$ cat config.mk
export PLATFORM = sky130hd
export DESIGN_NAME = map_collision_scanner_flat
export DESIGN_NICKNAME = d
export VERILOG_FILES = /design/src/rtl/map_pkg.sv /design/src/rtl/map_collision_scanner_if.sv /design/src/rtl/map_range_cmp.sv /design/src/rtl/map_collision_scanner.sv /design/src/flat_wrapper.sv
export SDC_FILE = /design/constraint.sdc
export NUM_CORES = 1
export LEC_CHECK = 0
export ABC_CLOCK_PERIOD_IN_PS = 16450
export CELL_PAD_IN_SITES_DETAIL_PLACEMENT = 1
export CELL_PAD_IN_SITES_GLOBAL_PLACEMENT = 2
export CORE_AREA = 2 2 440 442
export CTS_CLUSTER_SIZE = 28
export DETAILED_ROUTE_END_ITERATION = 10
export DIE_AREA = 0 0 442 444
export PLACE_DENSITY = 0.49
export SLEW_MARGIN = 25
export SYNTH_ARGS = -nofsm -noshare
export SYNTH_HDL_FRONTEND = slang
export SYNTH_HIERARCHICAL = 1
export SYNTH_SLANG_ARGS = --single-unit
$ cat constraint.sdc
create_clock -name Clk -period 16.45 [get_ports Clk]
set_clock_uncertainty 0.15 [all_clocks]
set_input_delay 2.4675 -clock Clk [delete_from_list [all_inputs] [get_ports Clk]]
set_output_delay 2.4675 -clock Clk [all_outputs]
set_load 0.1 [all_outputs]
$ cat src/rtl/map_pkg.sv
// map_pkg: shared types and field layout for the map collision scanner.
//   - bit positions of the ground / fence / spike table words
//   - default table sizes
//   - scan FSM state encoding and the 11-bit coordinate type that holds
//     every sum and difference without wrapping
package map_pkg;

  localparam int GROUND_N_DEF = 16;
  localparam int FENCE_N_DEF  = 16;
  localparam int SPIKE_N_DEF  = 6;

  localparam int GND_W = 29;
  localparam int FEN_W = 29;
  localparam int SPK_W = 21;

  // ground word: {length, y_loc, x_start}
  localparam int GND_X_LSB   = 0;
  localparam int GND_X_MSB   = 9;
  localparam int GND_Y_LSB   = 10;
  localparam int GND_Y_MSB   = 18;
  localparam int GND_LEN_LSB = 19;
  localparam int GND_LEN_MSB = 28;

  // fence word: {length, x_loc, y_start}
  localparam int FEN_Y_LSB   = 0;
  localparam int FEN_Y_MSB   = 8;
  localparam int FEN_X_LSB   = 9;
  localparam int FEN_X_MSB   = 18;
  localparam int FEN_LEN_LSB = 19;
  localparam int FEN_LEN_MSB = 28;

  // spike word: {dir, y, x}
  localparam int SPK_X_LSB   = 0;
  localparam int SPK_X_MSB   = 9;
  localparam int SPK_Y_LSB   = 10;
  localparam int SPK_Y_MSB   = 18;
  localparam int SPK_DIR_LSB = 19;
  localparam int SPK_DIR_MSB = 20;

  localparam int COORD_W = 11;
  typedef logic [COORD_W-1:0] coord_t;

  typedef enum logic [2:0] {
    IDLE   = 3'd0,
    GROUND = 3'd1,
    FENCE  = 3'd2,
    HAZARD = 3'd3,
    DONE   = 3'd4
  } scan_state_t;

endpackage

$ cat src/rtl/map_collision_scanner_if.sv
// map_collision_scanner_if: scan request / contact-result bundle between the
// ball-physics logic (master) and the map collision scanner (slave).
//   start            one-cycle scan request
//   BallX/BallY      ball centre, BallSize ball half-size
//   busy, done       scan in progress / one-cycle result-update pulse
//   on_ground, ground_y, hit_left_wall, hit_right_wall, hit_spike, at_exit
//                    contact flags, stable between done pulses
interface map_collision_scanner_if;
  logic       start;
  logic [9:0] BallX;
  logic [9:0] BallY;
  logic [9:0] BallSize;
  logic       busy;
  logic       done;
  logic       on_ground;
  logic [8:0] ground_y;
  logic       hit_left_wall;
  logic       hit_right_wall;
  logic       hit_spike;
  logic       at_exit;

  modport master (
    output start, BallX, BallY, BallSize,
    input  busy, done, on_ground, ground_y,
    input  hit_left_wall, hit_right_wall, hit_spike, at_exit
  );

  modport slave (
    input  start, BallX, BallY, BallSize,
    output busy, done, on_ground, ground_y,
    output hit_left_wall, hit_right_wall, hit_spike, at_exit
  );
endinterface

$ cat src/rtl/map_range_cmp.sv
// map_range_cmp: combinational per-axis comparator.
//   near   = |a - b| <= r   (difference taken larger-minus-smaller, no wrap)
//   in_win = lo <= v <= hi
// All operands are 11-bit so callers can pass sums of 10-bit values intact.
module map_range_cmp
  import map_pkg::*;
(
  input  coord_t a,
  input  coord_t b,
  input  coord_t r,
  input  coord_t v,
  input  coord_t lo,
  input  coord_t hi,
  output logic   near,
  output logic   in_win
);

  coord_t diff;

  always_comb begin
    diff   = (a >= b) ? (a - b) : (b - a);
    near   = (diff <= r);
    in_win = (v >= lo) && (v <= hi);
  end

endmodule

$ cat src/rtl/map_collision_scanner.sv
// map_collision_scanner: per-frame walk of the level tables against the ball.
// On start (IDLE only) the ball is latched, then one table entry is checked
// per clock: GROUND_N ground entries, FENCE_N fences, SPIKE_N spikes and the
// exit. Hits collect in accumulators; the full result set is published in one
// step so the physics side never sees a half-updated frame.
// Ports:
//   Clk, Reset_n   clock, async active-low reset
//   scan           request/result bundle (slave side)
//   info_ground    {length, y_loc, x_start} per platform
//   info_fence     {length, x_loc, y_start} per fence
//   info_spince    {dir, y, x} per spike (dir unused)
//   info_exit      [0]=x, [1]=y
module map_collision_scanner
  import map_pkg::*;
#(
  parameter int GROUND_N = GROUND_N_DEF,
  parameter int FENCE_N  = FENCE_N_DEF,
  parameter int SPIKE_N  = SPIKE_N_DEF,
  parameter int LAND_TOL = 4,
  parameter int SPIKE_R  = 8,
  parameter int EXIT_R   = 16
) (
  input  logic                          Clk,
  input  logic                          Reset_n,
  map_collision_scanner_if.slave        scan,
  input  logic [GROUND_N-1:0][GND_W-1:0] info_ground,
  input  logic [FENCE_N-1:0][FEN_W-1:0]  info_fence,
  input  logic [SPIKE_N-1:0][SPK_W-1:0]  info_spince,
  input  logic [1:0][9:0]                info_exit
);

  localparam int MAX_GF = (GROUND_N > FENCE_N) ? GROUND_N : FENCE_N;
  localparam int MAXN   = (MAX_GF > SPIKE_N + 1) ? MAX_GF : SPIKE_N + 1;
  localparam int IDX_W  = ($clog2(MAXN) < 1) ? 1 : $clog2(MAXN);
  typedef logic [IDX_W-1:0] idx_t;

  scan_state_t state_q, state_d;
  idx_t        idx_q, idx_d;
  coord_t      bx_q, bx_d, by_q, by_d, bs_q, bs_d;

  // accumulators for the scan in flight
  logic        found_q, found_d;
  logic [8:0]  best_y_q, best_y_d;
  logic        left_q, left_d, right_q, right_d;
  logic        spike_q, spike_d, exit_q, exit_d;

  // published results
  logic        og_q, og_d;
  logic [8:0]  gy_q, gy_d;
  logic        lw_q, lw_d, rw_q, rw_d, sp_q, sp_d, ex_q, ex_d;

  // live table entry at the current index
  logic [GND_W-1:0] g_ent;
  logic [FEN_W-1:0] f_ent;
  logic [SPK_W-1:0] s_ent;
  logic             is_exit;

  always_comb begin
    g_ent = '0;
    f_ent = '0;
    s_ent = '0;
    for (int i = 0; i < GROUND_N; i++)
      if (idx_q == idx_t'(i)) g_ent = info_ground[i];
    for (int i = 0; i < FENCE_N; i++)
      if (idx_q == idx_t'(i)) f_ent = info_fence[i];
    for (int i = 0; i < SPIKE_N; i++)
      if (idx_q == idx_t'(i)) s_ent = info_spince[i];
  end

  assign is_exit = (idx_q == idx_t'(SPIKE_N));

  logic [9:0] g_x, g_len, f_x, f_len, s_x;
  logic [8:0] g_y, f_y, s_y;
  logic       unused_dir;

  assign g_x   = g_ent[GND_X_MSB:GND_X_LSB];
  assign g_y   = g_ent[GND_Y_MSB:GND_Y_LSB];
  assign g_len = g_ent[GND_LEN_MSB:GND_LEN_LSB];
  assign f_y   = f_ent[FEN_Y_MSB:FEN_Y_LSB];
  assign f_x   = f_ent[FEN_X_MSB:FEN_X_LSB];
  assign f_len = f_ent[FEN_LEN_MSB:FEN_LEN_LSB];
  assign s_x   = s_ent[SPK_X_MSB:SPK_X_LSB];
  assign s_y   = s_ent[SPK_Y_MSB:SPK_Y_LSB];
  assign unused_dir = ^s_ent[SPK_DIR_MSB:SPK_DIR_LSB];

  // One comparator per axis, operands steered by the table being walked.
  coord_t x_a, x_b, x_r, x_v, x_lo, x_hi;
  coord_t y_a, y_b, y_r, y_v, y_lo, y_hi;
  logic   x_near, x_in, y_near, y_in;

  always_comb begin
    x_a = bx_q; x_b = '0; x_r = '0; x_v = '0; x_lo = '0; x_hi = '0;
    y_a = by_q; y_b = '0; y_r = '0; y_v = '0; y_lo = '0; y_hi = '0;
    case (state_q)
      GROUND: begin
        x_v  = bx_q;
        x_lo = coord_t'(g_x);
        x_hi = coord_t'(g_x) + coord_t'(g_len);
        y_v  = by_q + bs_q;
        y_lo = coord_t'(g_y);
        y_hi = coord_t'(g_y) + coord_t'(LAND_TOL);
      end
      FENCE: begin
        y_v  = by_q;
        y_lo = coord_t'(f_y);
        y_hi = coord_t'(f_y) + coord_t'(f_len);
        // side contact: fence within BallSize of the centre, side chosen
        // below; avoids forming BallX-BallSize when it would go negative
        x_b  = coord_t'(f_x);
        x_r  = bs_q;
      end
      HAZARD: begin
        if (is_exit) begin
          x_b = coord_t'(info_exit[0]);
          y_b = coord_t'(info_exit[1]);
          x_r = coord_t'(EXIT_R);
          y_r = coord_t'(EXIT_R);
        end else begin
          x_b = coord_t'(s_x);
          y_b = coord_t'(s_y);
          x_r = bs_q + coord_t'(SPIKE_R);
          y_r = bs_q + coord_t'(SPIKE_R);
        end
      end
      default: ;
    endcase
  end

  map_range_cmp u_cmp_x (
    .a(x_a), .b(x_b), .r(x_r), .v(x_v), .lo(x_lo), .hi(x_hi),
    .near(x_near), .in_win(x_in)
  );

  map_range_cmp u_cmp_y (
    .a(y_a), .b(y_b), .r(y_r), .v(y_v), .lo(y_lo), .hi(y_hi),
    .near(y_near), .in_win(y_in)
  );

  always_comb begin
    state_d  = state_q;
    idx_d    = idx_q;
    bx_d     = bx_q;
    by_d     = by_q;
    bs_d     = bs_q;
    found_d  = found_q;
    best_y_d = best_y_q;
    left_d   = left_q;
    right_d  = right_q;
    spike_d  = spike_q;
    exit_d   = exit_q;
    og_d     = og_q;
    gy_d     = gy_q;
    lw_d     = lw_q;
    rw_d     = rw_q;
    sp_d     = sp_q;
    ex_d     = ex_q;

    case (state_q)
      IDLE: begin
        if (scan.start) begin
          state_d  = GROUND;
          idx_d    = '0;
          bx_d     = coord_t'(scan.BallX);
          by_d     = coord_t'(scan.BallY);
          bs_d     = coord_t'(scan.BallSize);
          found_d  = 1'b0;
          best_y_d = '0;
          left_d   = 1'b0;
          right_d  = 1'b0;
          spike_d  = 1'b0;
          exit_d   = 1'b0;
        end
      end

      GROUND: begin
        // strict < keeps the earliest platform among equal heights
        if ((g_len != '0) && x_in && y_in && (!found_q || (g_y < best_y_q))) begin
          found_d  = 1'b1;
          best_y_d = g_y;
        end
        if (idx_q == idx_t'(GROUND_N - 1)) begin
          state_d = FENCE;
          idx_d   = '0;
        end else begin
          idx_d = idx_q + idx_t'(1);
        end
      end

      FENCE: begin
        if ((f_len != '0) && y_in && x_near) begin
          if (coord_t'(f_x) <= bx_q) left_d  = 1'b1;
          else                       right_d = 1'b1;
        end
        if (idx_q == idx_t'(FENCE_N - 1)) begin
          state_d = HAZARD;
          idx_d   = '0;
        end else begin
          idx_d = idx_q + idx_t'(1);
        end
      end

      HAZARD: begin
        if (x_near && y_near) begin
          if (is_exit) exit_d  = 1'b1;
          else         spike_d = 1'b1;
        end
        if (is_exit) begin
          // publish including this cycle's exit result so outputs and done
          // appear together in the DONE cycle
          state_d = DONE;
          idx_d   = '0;
          og_d    = found_d;
          gy_d    = best_y_d;
          lw_d    = left_d;
          rw_d    = right_d;
          sp_d    = spike_d;
          ex_d    = exit_d;
        end else begin
          idx_d = idx_q + idx_t'(1);
        end
      end

      DONE:    state_d = IDLE;
      default: state_d = IDLE;
    endcase
  end

  always_ff @(posedge Clk or negedge Reset_n) begin
    if (!Reset_n) begin
      state_q  <= IDLE;
      idx_q    <= '0;
      bx_q     <= '0;
      by_q     <= '0;
      bs_q     <= '0;
      found_q  <= 1'b0;
      best_y_q <= '0;
      left_q   <= 1'b0;
      right_q  <= 1'b0;
      spike_q  <= 1'b0;
      exit_q   <= 1'b0;
      og_q     <= 1'b0;
      gy_q     <= '0;
      lw_q     <= 1'b0;
      rw_q     <= 1'b0;
      sp_q     <= 1'b0;
      ex_q     <= 1'b0;
    end else begin
      state_q  <= state_d;
      idx_q    <= idx_d;
      bx_q     <= bx_d;
      by_q     <= by_d;
      bs_q     <= bs_d;
      found_q  <= found_d;
      best_y_q <= best_y_d;
      left_q   <= left_d;
      right_q  <= right_d;
      spike_q  <= spike_d;
      exit_q   <= exit_d;
      og_q     <= og_d;
      gy_q     <= gy_d;
      lw_q     <= lw_d;
      rw_q     <= rw_d;
      sp_q     <= sp_d;
      ex_q     <= ex_d;
    end
  end

  assign scan.busy           = (state_q == GROUND) || (state_q == FENCE) || (state_q == HAZARD);
  assign scan.done           = (state_q == DONE);
  assign scan.on_ground      = og_q;
  assign scan.ground_y       = gy_q;
  assign scan.hit_left_wall  = lw_q;
  assign scan.hit_right_wall = rw_q;
  assign scan.hit_spike      = sp_q;
  assign scan.at_exit        = ex_q;

endmodule

$ cat src/flat_wrapper.sv
// flat-port wrapper written by rule: the top's interface ports become plain ports
module map_collision_scanner_flat import map_pkg::*;
#(
  parameter int GROUND_N = GROUND_N_DEF,
  parameter int FENCE_N  = FENCE_N_DEF,
  parameter int SPIKE_N  = SPIKE_N_DEF,
  parameter int LAND_TOL = 4,
  parameter int SPIKE_R  = 8,
  parameter int EXIT_R   = 16
)
  (Clk, Reset_n, info_ground, info_fence, info_spince, info_exit, scan_start, scan_BallX, scan_BallY, scan_BallSize, scan_busy, scan_done, scan_on_ground, scan_ground_y, scan_hit_left_wall, scan_hit_right_wall, scan_hit_spike, scan_at_exit);
  map_collision_scanner_if scan_i ();
  input  logic Clk;
  input  logic Reset_n;
  input  logic [GROUND_N-1:0][GND_W-1:0] info_ground;
  input  logic [FENCE_N-1:0][FEN_W-1:0] info_fence;
  input  logic [SPIKE_N-1:0][SPK_W-1:0] info_spince;
  input  logic [1:0][9:0] info_exit;
  input wire logic [$bits(scan_i.start)-1:0] scan_start;
  input wire logic [$bits(scan_i.BallX)-1:0] scan_BallX;
  input wire logic [$bits(scan_i.BallY)-1:0] scan_BallY;
  input wire logic [$bits(scan_i.BallSize)-1:0] scan_BallSize;
  output wire logic [$bits(scan_i.busy)-1:0] scan_busy;
  output wire logic [$bits(scan_i.done)-1:0] scan_done;
  output wire logic [$bits(scan_i.on_ground)-1:0] scan_on_ground;
  output wire logic [$bits(scan_i.ground_y)-1:0] scan_ground_y;
  output wire logic [$bits(scan_i.hit_left_wall)-1:0] scan_hit_left_wall;
  output wire logic [$bits(scan_i.hit_right_wall)-1:0] scan_hit_right_wall;
  output wire logic [$bits(scan_i.hit_spike)-1:0] scan_hit_spike;
  output wire logic [$bits(scan_i.at_exit)-1:0] scan_at_exit;
  assign scan_i.start = scan_start;
  assign scan_i.BallX = scan_BallX;
  assign scan_i.BallY = scan_BallY;
  assign scan_i.BallSize = scan_BallSize;
  assign scan_busy = scan_i.busy;
  assign scan_done = scan_i.done;
  assign scan_on_ground = scan_i.on_ground;
  assign scan_ground_y = scan_i.ground_y;
  assign scan_hit_left_wall = scan_i.hit_left_wall;
  assign scan_hit_right_wall = scan_i.hit_right_wall;
  assign scan_hit_spike = scan_i.hit_spike;
  assign scan_at_exit = scan_i.at_exit;
  map_collision_scanner #(.GROUND_N(GROUND_N), .FENCE_N(FENCE_N), .SPIKE_N(SPIKE_N), .LAND_TOL(LAND_TOL), .SPIKE_R(SPIKE_R), .EXIT_R(EXIT_R)) u_core (.Clk(Clk), .Reset_n(Reset_n), .scan(scan_i), .info_ground(info_ground), .info_fence(info_fence), .info_spince(info_spince), .info_exit(info_exit));
endmodule
==> impl_metrics.csv, run 1 <==
group,metric,value,unit
cts,cts.sinks,65,
global_route,grt_pass1_vias,29000,
floorplanning,coreArea,192000,um^2
global_route,grt_pass1_wl,298000,um
floorplanning,fp-row-count,161,
yosys,synth_area,18500,um^2
placed_design,dp.cells,6255,
yosys,synth_common_cells,"280 x nand2_1, 254 x a21oi_1, 241 x nor2_1",
yosys,syn_avg_cell_area,6.80,um^2
yosys,synth-seq-cells,65,
critical_path,cp-end-kind,"register",
global_route,antenna_found_initial,82,
layout,drive_gt1_share,6.94,%
timing,rsz0062_at_grt,"false",
routing,routed_via_density,4.44,
critical_path,crit_type,"in -> reg",
yosys,synth_top_family_by_area,"compound AO/OA/AOI/OAI gates",
critical_path,cp.required,16.56,ns
timing,tightest_slew,1.22,ns
cts,numCtsBuffers,9,
outcome,outcome,"finished clean",
critical_path,slowest_stage,"nor4_1",
routing,wire_per_inst,36.9,um
layout,syn2layout_area_growth,79.4,%
yosys,ys_seq_area_share,8.78,%
cts,hold_buffers,0,
yosys,synth_top_cell_area_share,10.9,%
cts,cts-root-buf,"clkbuf_16",
layout,fillers,22900,
routing,drc,0,
cts,cts_setup_buffers,0,
layout,seqCellArea,1630,um^2
yosys,synth_top_cell_by_area,"ha_1",
worst_hold_path,hold_path_class,"reg -> reg",
critical_path,cp.arrival,9.99,ns
yosys,yosysMostFrequentCell,"nand2_1",
timing,tns,0,ns
power_and_ir_drop,ir_worst_vdd,0.0000636,V
timing,fin_crit_sh,60.0,%
routing,ant_nets,0,
yosys,synth_compound_area_share,42.9,%
floorplanning,die_w,442,um
cts,clock_latency,0.38,ns
yosys,synthFlopType,"dfrtp_1",
layout,design_area,33200,um^2
critical_path,r2r_slack,7.12,ns
critical_path,path_common_cell,"a21oi_1",
timing,setup_viol,0,
floorplanning,die_y,444,um
yosys,synthTopCellsByArea,"ha_1 11%, dfrtp_1 8.8%, a21oi_1 6.9%",
routing,dr_total_vias,28000,
critical_path,worstSetupStartpointType,"input pin",
cts,cts_resized,0,
global_route,overflow,0,
yosys,synth_enable_flop_cells,0,
critical_path,timing.rr.start,"u_core/idx_q[0]$_DFFE_PN0P_",
cts,cts_tree,"yes",
yosys,synth_mux_area_share,2.50,%
critical_path,crit_start,"info_ground[1]",
routing,dr.pass1.iters,7,
critical_path,ff2ff_path_depth,32,
cts,clockBufferDepth,2,
yosys,yosysUniqueCellTypes,97,
timing,maxSlewViolCount,0,
timing,hold_violations,0,
power_and_ir_drop,power.density,185,nW/um^2
critical_path,cp_max_fo,10,
cts,clkTransAtPathRegs,0.06,ns
critical_path,cpPeakStageDelay,0.72,ns
layout,nets,5016,
routing,initialDrtViolationCount,2169,
layout,multi_input_area,15300,um^2
job,cap_violations,0,
floorplanning,ios,1123,
timing,slew-limit-headroom,17.9,%
placed_design,placed_cell_area,32800,um^2
cts,cts-htree-levels,3,
yosys,yosys_warnings,6,
power_and_ir_drop,power.leakage,12.0,nW
placed_design,port-buffer-count,1110,
yosys,synth_simple_gate_area_share,21.7,%
layout,final_cells,6306,
critical_path,crit_end,"u_core/best_y_q[2]$_DFFE_PN0P_",
critical_path,timing.rr.end,"u_core/best_y_q[2]$_DFFE_PN0P_",
placed_design,dp_hpwl,200000,um
global_route,grt.total_usage,22.7,%
routing,wl,233000,um
timing,fin_crit,9.87,ns
floorplanning,die-area,196000,um^2
yosys,synthArstFlopShare,100,%
yosys,syn_inst,2727,
timing,fmax,101,MHz
yosys,synth_xor_area_share,2.46,%
yosys,synth-adder-area-share,11.6,%
floorplanning,start_util,9.67,%
placed_design,globalplace.congestion,0.905,
global_route,grt_max_degree,62,
[worst min path at each step]
stage	from	endpoint	slack, ns	cells after the start
2_1_floorplan	u_core/left_q$_DFFE_PN0P_	u_core/left_q$_DFFE_PN0P_	0.29	2
3_3_place_gp	u_core/left_q$_DFFE_PN0P_	u_core/left_q$_DFFE_PN0P_	0.32	2
3_5_place_dp	u_core/left_q$_DFFE_PN0P_	u_core/left_q$_DFFE_PN0P_	0.31	2
4_1_cts	u_core/left_q$_DFFE_PN0P_	u_core/left_q$_DFFE_PN0P_	0.33	2
5_1_grt	u_core/left_q$_DFFE_PN0P_	u_core/left_q$_DFFE_PN0P_	0.35	2
6_report	u_core/left_q$_DFFE_PN0P_	u_core/left_q$_DFFE_PN0P_	0.33	2
[critical path, delay by kind of cell]
family | cells | cell delay (ns)
buffers and inverters | 3 | 0.78
muxes | 1 | 0.40
AOI/OAI and AO/OA | 17 | 4.33
xor gates and xnor gates | 1 | 0.15
and+or+nand+nor | 5 | 1.23
adders and majority gates | 2 | 0.61
[flip-flops by register name, summed over array words and instances, names as in the netlist, 3 cells and up]
signal                flops
u_core/best_y_q           9
u_core/by_q              10
u_core/state_q            3
u_core/idx_q              4
u_core/bx_q              10
u_core/bs_q              10
u_core/scan.ground_y      9
[per-layer routing]
| layer | vias to the layer above | share of wire [%] | global-route usage, % | wire length, um |
|---|---|---|---|---|
| met5 | - | 0.090 | 0 | 210 |
| met4 | 32 | 2.0 | 4.78 | 4670 |
| met3 | 202 | 6.0 | 4.26 | 13900 |
| met2 | 1124 | 51 | 41.5 | 119000 |
| met1 | 14300 | 41 | 27.4 | 94800 |
| li1 | 12400 | - | - | - |
[where the power goes]
part           switching, mW  internal, mW
Clock                 0.0920         0.150
Combinational           3.66          1.95
Sequential             0.107         0.205
Total                   3.85          2.31
[area by class of cell]
type / count / area share [%]
clock inverters: 7 / 0.376
clock buffers: 9 / 0.677
repair buffers: 1240 / 36.3
inverters: 160 / 1.81
diodes: 34 / 0.256
well taps: 2526 / 9.51
flip-flops and latches: 65 / 4.91
multi-input cells: 2265 / 46.2
[cell families after synthesis]
kind of cell | count (synthesis)
DFF | 65
other | 1
xor gates and xnor gates | 52
muxes | 44
AOI/OAI and AO/OA | 1149
adders and majority gates | 168
and+or+nand+nor | 843
buffers and inverters | 405
[stage by stage]
step	utilization (%)	setup WS (ns)	total power, mW	hold slack (ns)
after floorplan	-	8.94	3.28	0.288
after global routing	17.3	6.06	6.63	0.350
final	17.4	6.58	6.16	0.330
after global placement	17.1	6.07	5.91	0.322
after CTS	17.3	6.48	6.22	0.333
after detailed placement	17.1	6.09	5.93	0.312
[layout by cell type (no fill, tap or decap), drive strengths merged, types with 46 or more instances in the layout]
cell           count
a22oi             47
clkdlybuf4s50   1105
o22ai             87
a21oi            254
a221oi           121
buf              134
a221o             46
nor2             242
inv              161
nor2b             54
dfrtp             65
o21ai            199
ha               161
nand2            281
a21o              53
Power figures use the tool's default switching activity.
==> run 2: changes to the inputs <==
- ABC_CLOCK_PERIOD_IN_PS: 16450 -> 8100
- CORE_AREA: 2 2 440 442 -> 2 2 434 436
- DIE_AREA: 0 0 442 444 -> 0 0 436 438
- PLACE_DENSITY: 0.49 -> 0.52
- clock period: 16.45 -> 8.1 ns (I/O delays scaled with it)
==> run 2 against run 1 <==
Compared with the run above: first-iteration DRC count down 0.88%; critical endpoint is now u_core/best_y_q[1]$_DFFE_PN0P_; final cell count up 0.67%; clock-buffer cell count unchanged; critical path depth unchanged; global-route usage up 0.65 points; power up 110%.
==> impl_metrics.csv, run 2 (synthesized netlist as in run 1, its figures left out) <==
group,metric,value,unit
outcome,outcome,"finished clean",
floorplanning,coreArea,187000,um^2
layout,top_regs,"u_core/bs_q x10, u_core/bx_q x10, u_core/by_q x10",
cts,hold_buffers,0,
timing,fmax,132,MHz
cts,numCtsBuffers,9,
critical_path,r2r_slack,0.50,ns
floorplanning,die_w,436,um
layout,syn2layout_area_growth,82.8,%
timing,maxSlewViolCount,0,
job,cap_violations,0,
cts,cts_tree,"yes",
layout,design_area,33900,um^2
floorplanning,die_y,438,um
cts,cts-htree-levels,3,
routing,wl,234000,um
layout,fillers,22500,
timing,rsz0062_at_grt,"false",
layout,seqCellArea,1640,um^2
critical_path,crit_start,"u_core/idx_q[0]$_DFFE_PN0P_",
timing,fin_crit,7.60,ns
cts,cts-root-buf,"clkbuf_16",
placed_design,placed_cell_area,33400,um^2
cts,clock_latency,0.37,ns
critical_path,cp_max_fo,30,
floorplanning,fp-row-count,159,
power_and_ir_drop,power.leakage,12.5,nW
power_and_ir_drop,ir_worst_vdd,0.000147,V
cts,clkTransAtPathRegs,0.07,ns
layout,multi_input_area,15400,um^2
floorplanning,die-area,191000,um^2
timing,slew-limit-headroom,19.4,%
routing,routed_via_density,4.46,
global_route,grt_max_degree,62,
critical_path,cp.arrival,7.70,ns
worst_hold_path,hold_path_class,"reg -> reg",
placed_design,dp.cells,6297,
layout,nets,5089,
critical_path,timing.rr.start,"u_core/idx_q[0]$_DFFE_PN0P_",
floorplanning,start_util,9.93,%
timing,fin_crit_sh,93.8,%
cts,cts.sinks,65,
floorplanning,ios,1123,
timing,tns,0,ns
routing,ant_nets,0,
layout,utilization,18.2,%
critical_path,timing.rr.end,"u_core/best_y_q[1]$_DFFE_PN0P_",
placed_design,port-buffer-count,1110,
cts,clockBufferDepth,2,
critical_path,slowest_stage,"nor2b_2",
placed_design,globalplace.congestion,0.927,
critical_path,worstSetupStartpointType,"register",
critical_path,cpPeakStageDelay,0.69,ns
layout,final_common_cell,"clkdlybuf4s50_1",
timing,hold_ws,0.343,ns
timing,hold_violations,0,
global_route,overflow,0,
global_route,grt_pass1_wl,299000,um
global_route,grt_pass1_vias,29800,
power_and_ir_drop,power.density,373,nW/um^2
critical_path,crit_type,"reg -> reg",
critical_path,path_common_cell,"a21oi_1",
timing,tightest_slew,1.20,ns
routing,wire_per_inst,36.8,um
routing,initialDrtViolationCount,2150,
layout,drive_gt1_share,9.19,%
critical_path,ff2ff_path_depth,29,
global_route,antenna_found_initial,94,
global_route,grt.total_usage,23.4,%
timing,setup_viol,0,
critical_path,cp-end-kind,"register",
critical_path,crit_family,"compound AO/OA/AOI/OAI gates",
critical_path,cp.required,8.20,ns
layout,layout_common_cells,"1,093 x clkdlybuf4s50_1, 280 x nand2_1, 253 x a21oi_1",
critical_path,path_buf_inv,5,
critical_path,crit_end,"u_core/best_y_q[1]$_DFFE_PN0P_",
critical_path,cp.depth,29,
layout,final_cells,6348,
routing,drc,0,
routing,dr_total_vias,28300,
placed_design,dp_hpwl,204000,um
routing,dr.pass1.iters,5,
[run 2: cell types whose count changed in the layout (fill, tap and decap cells not counted), sizes merged]
cell / change
buf: +86
bufinv: -1
clkbuf: -1
clkdlybuf4s50: -12
clkinvlp: +1
[run 2: layer usage]
layer,vias up,global-route usage [%],share of wire (%),wire (um)
met5,-,0,0.12,291
met4,48,5.98,2.6,6140
met3,254,4.13,5.3,12500
met2,1090,42.3,51,119000
met1,14400,28.3,41,95900
li1,12500,-,-,-
[run 2: repair_timing]
action | 4_1_cts | 5_1_grt
endpoints found under the setup margin | 10 | 10
gates resized for setup | 5 | 9
buffers inserted | 0 | 1
[run 2: how the worst min path moves through the flow]
stage	from	to	slack, ns	cells past startpoint
after global placement	u_core/exit_q$_DFFE_PN0P_	u_core/exit_q$_DFFE_PN0P_	0.33	2
final	u_core/spike_q$_DFFE_PN0P_	u_core/spike_q$_DFFE_PN0P_	0.34	1
after detailed placement	u_core/left_q$_DFFE_PN0P_	u_core/left_q$_DFFE_PN0P_	0.33	2
after CTS	u_core/left_q$_DFFE_PN0P_	u_core/left_q$_DFFE_PN0P_	0.35	2
after floorplan	u_core/left_q$_DFFE_PN0P_	u_core/left_q$_DFFE_PN0P_	0.29	2
after global routing	u_core/scan.ground_y[7]$_DFFE_PN0P_	u_core/scan.ground_y[7]$_DFFE_PN0P_	0.38	1
[run 2: cell type report]
class / instances / area share [%]
diodes: 34 / 0.251
repair buffers: 1313 / 37.5
multi-input cells: 2265 / 45.4
inverters: 160 / 1.78
flip-flops and latches: 65 / 4.83
clock inverters: 7 / 0.303
well taps: 2495 / 9.22
clock buffers: 9 / 0.665
[run 2: power by group]
group          internal, mW  total, mW  switching [mW]
clock network         0.273      0.461           0.188
registers             0.417      0.643           0.226
logic                  4.17       11.5            7.36
total                  4.86       12.6            7.77
[run 2: stage by stage]
stage | total power [mW] | setup WS [ns]
after CTS | 12.7 | 0.00451
final | 12.6 | 0.502
after global placement | 12.0 | -0.529
after detailed placement | 12.1 | -0.609
after global routing | 13.5 | 0.0252
after floorplan | 6.67 | 1.67
==> run 3: changes to the inputs <==
- CAP_MARGIN: default -> 0
==> results of run 3 <==
The final DEF is identical to that of run 2; final timing and power are the same.
